===== src/rtl/alu_issue.sv =====
// alu_issue: issue (E) and writeback (W) stages wrapped around an external
// combinational integer ALU for RV32I OP / OP-IMM instructions.
// E holds decoded one-hot controls and operands; W holds the captured result.
// Operands are forwarded from the retiring writeback at capture time (point A)
// and from the W register into the E-stage operand mux (point B).
module alu_issue #(
  parameter int DW = 32,
  parameter int RW = 5
) (
  input  logic          clk_i,
  input  logic          resetn_i,

  input  logic          in_valid_i,
  output logic          in_ready_o,
  input  logic [2:0]    in_funct3_i,
  input  logic          in_funct7b5_i,
  input  logic          in_is_imm_i,
  input  logic [RW-1:0] in_rs1_addr_i,
  input  logic [RW-1:0] in_rs2_addr_i,
  input  logic [DW-1:0] in_rs1_data_i,
  input  logic [DW-1:0] in_rs2_data_i,
  input  logic [DW-1:0] in_imm_i,
  input  logic [RW-1:0] in_rd_i,

  output logic [1:0]    adder_op_o,
  output logic          sub_en_o,
  output logic [2:0]    shift_op_o,
  output logic [5:0]    compare_op_o,
  output logic          xor_en_o,
  output logic          or_en_o,
  output logic          and_en_o,
  output logic [DW-1:0] data0_o,
  output logic [DW-1:0] data1_o,
  output logic [DW-1:0] compare_data0_o,
  output logic [DW-1:0] compare_data1_o,
  input  logic [DW-1:0] alu_result_i,

  output logic          wb_valid_o,
  input  logic          wb_ready_i,
  output logic [RW-1:0] wb_rd_o,
  output logic [DW-1:0] wb_data_o
);

  localparam int SW = $clog2(DW);

  // E stage state
  logic          e_valid;
  logic [RW-1:0] e_src0;
  logic [RW-1:0] e_src1;   // zero for OP-IMM so the immediate is never forwarded over
  logic [RW-1:0] e_rd;
  logic [DW-1:0] e_op0;
  logic [DW-1:0] e_op1;
  logic          e_add;
  logic          e_sub;
  logic [2:0]    e_shift;
  logic [5:0]    e_cmp;
  logic          e_xor;
  logic          e_or;
  logic          e_and;

  // W stage state
  logic          w_valid;
  logic [RW-1:0] w_rd;
  logic [DW-1:0] w_data;

  // handshake / flow
  logic w_free;
  logic e_adv;
  logic in_fire;
  logic wb_fire;

  // decode of the incoming instruction
  logic          dec_add;
  logic          dec_sub;
  logic [2:0]    dec_shift;
  logic [5:0]    dec_cmp;
  logic          dec_xor;
  logic          dec_or;
  logic          dec_and;

  // capture-side operands (after point A)
  logic          fwd_a0;
  logic          fwd_a1;
  logic [DW-1:0] cap_op0;
  logic [DW-1:0] cap_op1;

  // E-side operands (after point B)
  logic          fwd_b0;
  logic          fwd_b1;
  logic [DW-1:0] op0_fwd;
  logic [DW-1:0] op1_fwd;

  // Pipeline flow: E may move whenever W is empty or draining this cycle.
  always_comb begin
    w_free     = !w_valid || wb_ready_i;
    e_adv      = e_valid && w_free;
    in_ready_o = !e_valid || e_adv;
    in_fire    = in_valid_i && in_ready_o;
    wb_fire    = w_valid && wb_ready_i;
  end

  // funct3/funct7 decode into one-hot ALU control enables.
  always_comb begin
    dec_add   = 1'b0;
    dec_sub   = 1'b0;
    dec_shift = 3'b000;
    dec_cmp   = 6'b000000;
    dec_xor   = 1'b0;
    dec_or    = 1'b0;
    dec_and   = 1'b0;
    case (in_funct3_i)
      3'b000: begin
        // only register-register ADD/SUB honour instr[30]; ADDI always adds
        if (!in_is_imm_i && in_funct7b5_i) dec_sub = 1'b1;
        else                               dec_add = 1'b1;
      end
      3'b001:  dec_shift = 3'b001;
      3'b010:  dec_cmp   = 6'b000100;
      3'b011:  dec_cmp   = 6'b010000;
      3'b100:  dec_xor   = 1'b1;
      3'b101:  dec_shift = in_funct7b5_i ? 3'b100 : 3'b010;
      3'b110:  dec_or    = 1'b1;
      3'b111:  dec_and   = 1'b1;
      default: ;
    endcase
  end

  // Point A: a value retiring this very cycle has not reached the regfile read yet.
  always_comb begin
    fwd_a0  = wb_fire && (w_rd == in_rs1_addr_i) && (in_rs1_addr_i != '0);
    fwd_a1  = wb_fire && (w_rd == in_rs2_addr_i) && (in_rs2_addr_i != '0) && !in_is_imm_i;
    cap_op0 = fwd_a0 ? w_data : in_rs1_data_i;
    if (in_is_imm_i) cap_op1 = in_imm_i;
    else             cap_op1 = fwd_a1 ? w_data : in_rs2_data_i;
  end

  // E register: load on accept, empty out (controls cleared) when it advances alone.
  always_ff @(posedge clk_i or negedge resetn_i) begin
    if (!resetn_i) begin
      e_valid <= 1'b0;
      e_src0  <= '0;
      e_src1  <= '0;
      e_rd    <= '0;
      e_op0   <= '0;
      e_op1   <= '0;
      e_add   <= 1'b0;
      e_sub   <= 1'b0;
      e_shift <= 3'b000;
      e_cmp   <= 6'b000000;
      e_xor   <= 1'b0;
      e_or    <= 1'b0;
      e_and   <= 1'b0;
    end else if (in_fire) begin
      e_valid <= 1'b1;
      e_src0  <= in_rs1_addr_i;
      e_src1  <= in_is_imm_i ? '0 : in_rs2_addr_i;
      e_rd    <= in_rd_i;
      e_op0   <= cap_op0;
      e_op1   <= cap_op1;
      e_add   <= dec_add;
      e_sub   <= dec_sub;
      e_shift <= dec_shift;
      e_cmp   <= dec_cmp;
      e_xor   <= dec_xor;
      e_or    <= dec_or;
      e_and   <= dec_and;
    end else if (e_adv) begin
      e_valid <= 1'b0;
      e_add   <= 1'b0;
      e_sub   <= 1'b0;
      e_shift <= 3'b000;
      e_cmp   <= 6'b000000;
      e_xor   <= 1'b0;
      e_or    <= 1'b0;
      e_and   <= 1'b0;
    end
  end

  // Point B: the W result is newer than anything captured into E.
  always_comb begin
    fwd_b0  = w_valid && (w_rd == e_src0) && (e_src0 != '0);
    fwd_b1  = w_valid && (w_rd == e_src1) && (e_src1 != '0);
    op0_fwd = fwd_b0 ? w_data : e_op0;
    op1_fwd = fwd_b1 ? w_data : e_op1;
  end

  // ALU operand drive; shift amount is masked after forwarding.
  always_comb begin
    data0_o = op0_fwd;
    data1_o = op1_fwd;
    if (|e_shift) data1_o[DW-1:SW] = '0;
    compare_data0_o = data0_o;
    compare_data1_o = data1_o;
  end

  // Control outputs straight from the E register (already zero when E is empty).
  always_comb begin
    adder_op_o   = {1'b0, e_add};
    sub_en_o     = e_sub;
    shift_op_o   = e_shift;
    compare_op_o = e_cmp;
    xor_en_o     = e_xor;
    or_en_o      = e_or;
    and_en_o     = e_and;
  end

  // W register: capture the ALU result as E advances; rd=0 always writes back zero.
  always_ff @(posedge clk_i or negedge resetn_i) begin
    if (!resetn_i) begin
      w_valid <= 1'b0;
      w_rd    <= '0;
      w_data  <= '0;
    end else if (e_adv) begin
      w_valid <= 1'b1;
      w_rd    <= e_rd;
      w_data  <= (e_rd == '0) ? '0 : alu_result_i;
    end else if (wb_ready_i) begin
      w_valid <= 1'b0;
    end
  end

  // Writeback interface
  always_comb begin
    wb_valid_o = w_valid;
    wb_rd_o    = w_rd;
    wb_data_o  = w_data;
  end

endmodule

===== config.mk =====
export PLATFORM = sky130hd
export DESIGN_NAME = alu_issue
export DESIGN_NICKNAME = d
export VERILOG_FILES = /design/src/rtl/alu_issue.sv
export SDC_FILE = /design/constraint.sdc
export NUM_CORES = 1
export LEC_CHECK = 0
export ABC_AREA = 1
export BUFFER_PORTS_ARGS = -buffer_cell sky130_fd_sc_hd__buf_2
export CAP_MARGIN = 25
export CORE_MARGIN = 2
export CORE_UTILIZATION = 45
export CTS_CLUSTER_DIAMETER = 60
export DETAILED_ROUTE_END_ITERATION = 8
export PLACE_DENSITY = 0.78
export SYNTH_ARGS = -nofsm -noshare
export SYNTH_HDL_FRONTEND = slang
export SYNTH_SLANG_ARGS = --single-unit

===== constraint.sdc =====
create_clock -name clk_i -period 1.8 [get_ports clk_i]
set_input_delay 0.27 -clock clk_i [delete_from_list [all_inputs] [get_ports clk_i]]
set_output_delay 0.27 -clock clk_i [all_outputs]
set_load 0.02 [all_outputs]

# --- Yosys cells after proc, flatten, opt, wreduce, memory -nomap -nowiden ---
# Index checks and enable logic that the tools add are counted.
word_totals:
  register_bits: 132
  in_bits: 152
  word_cells: 85
op_classes:
  eq_ne: 11
  muxes: 31
  reduce_logical: 27
op_table:
  columns: ["operator", "count"]
  rows:
  - ["2-to-1 mux 32 bit", 6]
  - ["2-to-1 mux 27 bit", 1]
  - ["equality test 5 bit", 4]
  - ["nonzero test 5 bit", 4]
  - ["2-to-1 mux 1 bit", 16]
  - ["logical AND 1 bit", 13]
  - ["equality test 3 bit (second input constant)", 4]
  - ["2-to-1 mux 6 bit", 2]
  - ["one-hot mux 5 bit (2 select lines)", 1]
  - ["2-to-1 mux 3 bit", 3]
  - ["equality test 3 x 2 -> 1 bit (second input constant)", 2]
  - ["one-hot mux 3 bit (2 select lines)", 1]
  - ["zero test 5 bit", 1]
  - ["2-to-1 mux 5 bit", 1]
  - ["nonzero test 2 bit", 2]
  - ["equality test 3 x 1 -> 1 bit (second input constant)", 1]
  - ["zero test 1 bit", 3]
  - ["zero test 3 bit", 1]
  - ["OR reduction 3 bit", 1]
  - ["logical OR 1 bit", 2]

# --- Logic depth before layout (Yosys ltp) ---
logic_depth:
  depth_word: 6
  mapped_depth: 11

# --- Least setup slack after synthesis ---
# Ideal clock, no wire load.
synth_timing:
  path_kind: "register to output"
  startpoint: "register w_rd[0], in the netlist wb_rd_o[0]"
  endpoint: "output data0_o[0]"
  arrival_ns: 2.081
  path_slack_ns: -0.551
  stages_incl_launch_ff: 8
  cell_sequence: "dfrtp_1 > inv_1 > or2_2 > o2111ai_1 > nor3_4 > buf_4 > o21ai_0 > buf_4"
synth_between:
  elab_chain_cells: 4
synth_rtl:
  columns: ["item", "line", "source"]
  rows:
  - ["start, declared", "63", "logic [RW-1:0] w_rd;"]
  - ["start signal, assigned", "215", "w_rd <= e_rd;"]
  - ["equality test 5 bit", "181", "fwd_b0 = w_valid && (w_rd == e_src0) && (e_src0 != '0);"]
  - ["logical AND 1 bit (2 in series)", "181", null]
  - ["2-to-1 mux 32 bit", "183", "op0_fwd = fwd_b0 ? w_data : e_op0;"]
  - ["end, declared", "32", "output logic [DW-1:0] data0_o,"]
# Every way passes these cells.

# --- Final worst setup path ---
layout_timing:
  startpoint: "register w_rd[0], in the netlist wb_rd_o[0]"
  endpoint: "output data0_o[27]"
# Same word-level chain as after synthesis.

==> summary.md <==
The run finished, with violations left. The final reports fail on DRC, setup timing. The effective utilization at floorplan is 0.4565, and the global placer's final weighted congestion is 0.9034.

The minimum setup slack after placement was -0.2205 ns; the core utilization of the finished layout was 0.7824. Maximum clock frequency: 395.9 MHz. The total number of vias is 10490. Slack of the critical path: -0.7257 ns. The worst slew margin relative to its limit is 0.5305, and the standard-cell row count is 49.

After legalization and detailed placement, the total HPWL measured 20740 microns. The maximum fanout encountered on the critical timing path works out to 7. In this run the number of H-tree levels came out at 4.

Summing all placed instances gives a cell area of 10630 sq um. The wire length per cell after detailed routing was 22.02 microns; the buffer depth of the longest clock path was 2. The floorplan step defined a die boundary enclosing 19250 sq um.

Clock-pin slew was measured on the worst setup and hold paths at 0.06 ns. The worst hold path terminates at e_rd[1]$_DFFE_PN0P_. For the fraction of the yosys area taken by sequential cells, the log shows 0.3920. The logs give 0 for the number of nets still failing antenna checks after routing and 26 for the distinct cell type count of the synthesized netlist.

TritonCTS built the clock tree. The worst setup path is captured at a primary output. The cell count after synthesis came out at 1241. Entering global routing, the biggest net connects 61 pins. The vias per cell came out at 5.801.

Counting the fill cells in the layout gives 1115. The detailed router finished its first iteration with 1209 violations. In this run the critical register-to-register path is captured at e_op0[3]$_DFFE_PN0P_. The critical path class was flop to primary output. The number of cells on the worst reg-to-reg path is 11.

The run gives -82.03 ns as the final-layout setup total negative slack. The run gives 161 as the final setup violation count. The startpoint of the lowest-slack hold path was in_rd_i[1]. 334 I/O pins were placed. The cell area that synthesis handed to floorplanning was 8172 sq um.

The synthesized design contains 128 register bits. Dividing total power by cell area gives a power density of 1082 nW/um^2. The launching point of the worst reg2reg path is wb_rd_o[0]$_DFFE_PN0P_.

The post-layout minimum cycle time came out at 2.526 ns. For the number of global-route vias before repair, the log shows 9250. The run gives 9 as the number of optimization iterations in the first detailed-route pass. The max capacitance violation total came out at 0. The wire length of the first global-routing pass was 48790 microns; the initial antenna violation count was 2. The number of placed instances with taps included is 1717, and the setup slack on the worst flop-to-flop path is -0.11 ns. The worst hold-check path type is input port to flop. Port buffering added 328 buffers. TritonCTS created 17 clock buffers. At the later pin of the worst-skew pair, clock insertion delay measures 0.43 ns. The synthesized area per cell came out at 6.585 sq um. The cell depth of the worst min-delay path was 3.

On the final layout, the worst clock skew is 0.01269 ns. The static power due to leakage came out at 0.007340 uW. The overall routing resource usage was 0.3235; the clock sink count was 128. The total of warnings raised by yosys came out at 0. The tree is rooted in a clkbuf_16. The critical path data required time is 1.53 ns.

Startpoint class of the critical path: a flop. The library cells used most frequently in the layout, excluding fill and tap cells, are 328 x nand2_1, 199 x buf_2, 160 x inv_1. For the pin with the worst max-slew slack, the measured transition is 0.6995 ns. The ratio of cells with drive above 1 in the final layout was 0.4468; the vertical die dimension was 138.8 microns. The number of slew-limit violations in the final report is 0, and the post-detailed-route DRC marker count is 1. The summed area of non-filler cells in the final layout is 14010 sq um, and the post-layout net count is 1717. The peak ir drop on the vdd network was 706.7 uV; the share of the cycle needed by the critical path after routing was 1.403.

The final wirelength came out at 39840 microns. Global routing finished with a remaining overflow of 0. The finished layout holds 1809 standard cells, fillers aside.

The tools report the number of hold violations in the final report as 0. In this run the horizontal extent of the chip is 138.8 microns. The area growth from synthesis to layout is 71.40%. Setup repair after global routing could not meet its margin everywhere. The area of the placeable core was 17900 sq um. Signal arrival time at the worst endpoint: 2.26 ns.

The library cell used most frequently in the layout, excluding fill and tap cells, is nand2_1.
cell type report:
class / count / area (sq um) / area share
diodes: 2 / 5.005 / 0.0003573
clock buffers: 22 / 484.2 / 0.03457
clock inverters: 10 / 132.6 / 0.009469
inverters: 172 / 663.1 / 0.04735
multi-input cells: 806 / 5037 / 0.3597
flip-flops and latches: 128 / 3211 / 0.2292
well taps: 229 / 286.5 / 0.02046
repair buffers: 440 / 4187 / 0.2989
critical path, cell delays in order (launching register included):
cell and delay, ns:
dfrtp_2 0.38, inv_2 0.06, buf_4 0.13, nand2_2 0.07
o2111ai_4 0.12, nor3_4 0.28, buf_12 0.22, buf_6 0.15
nand2_1 0.13, o21ai_4 0.13, buf_6 0.15
how the worst max path moves through the flow:
stage,startpoint,end,depth (start not counted)
2_1_floorplan,wb_rd_o[0]$_DFFE_PN0P_,data0_o[24],8
3_3_place_gp,wb_rd_o[1]$_DFFE_PN0P_,data0_o[23],9
3_5_place_dp,wb_rd_o[0]$_DFFE_PN0P_,compare_data0_o[23],8
4_1_cts,wb_rd_o[1]$_DFFE_PN0P_,data0_o[13],10
5_1_grt,wb_rd_o[0]$_DFFE_PN0P_,data0_o[27],10
6_report,wb_rd_o[0]$_DFFE_PN0P_,data0_o[27],10
Yosys cell counts:
cell type	number	area share
clkbuf_1	35	0.016
o22ai_1	5	0.0038
buf_2	28	0.017
nor2_2	3	0.0023
o21ai_1	2	0.0012
nand4_1	38	0.029
nor3_4	1	0.0020
nand3_2	1	0.0012
xnor2_1	2	0.0021
or2_2	2	0.0015
inv_2	3	0.0014
clkinv_1	3	0.0014
inv_1	166	0.076
dfrtp_1	128	0.39
o2111ai_1	1	0.0011
a21oi_1	3	0.0018
nor2_1	125	0.057
buf_4	73	0.067
nor3_1	2	0.0012
a21oi_2	1	0.0011
nand3_1	110	0.067
clkbuf_2	3	0.0018
o21ai_0	114	0.070
nand2_1	385	0.18
conb_1	1	0.00046
o32ai_1	6	0.0064
stage by stage:
| stage | power, uW | hold slack [ns] |
|---|---|---|
| after detailed placement | 8971 | 0.2314 |
| after CTS | 13580 | 0.04076 |
| after global routing | 15630 | 0.07165 |
| final | 15160 | 0.04300 |
| after floorplan | 7594 | -0.02559 |
| after global placement | 8891 | 0.2316 |
where the power goes:
part	switching [uW]	internal, uW
clock	1370	2320
combinational	4370	3230
sequential	543	3330
cell families (layout without fill, tap and decap cells):
family,Yosys count,in the layout,synth area share
simple gates,667,667,0.3390
buf+inv,311,644,0.1811
compound gates,132,132,0.08529
flops,128,128,0.3920
xor+xnor,2,2,0.002144
other cells,1,7,0.0004589
state kept, by name (all words and copies together) (netlist names), 2 cells and up:
name and count:
shift_op_o 3, e_src1 5, e_op0 32, compare_op_o 2, e_src0 5, e_op1 32, wb_data_o 32, e_rd 5
wb_rd_o 5
metal layers:
metal  global-route usage  part of all wire  vias to the layer above
li1                     -                 -                     4451
met1               0.3851              0.34                     4857
met2               0.5508              0.48                      907
met3              0.07804              0.11                      279
met4               0.1590             0.078                        0
met5                    0                 0                        -
timing repair:
action / 4_1_cts / 5_1_grt
endpoints found under the hold margin: 40 / 0
endpoints found under the setup margin: 128 / 192
gates resized for setup: 218 / 295
hold buffers: 1 / 0
pin swaps: 30 / 68
setup buffers: 17 / 26
gates cloned: 5 / 22
Note: power is estimated with default switching activity, not from simulation.
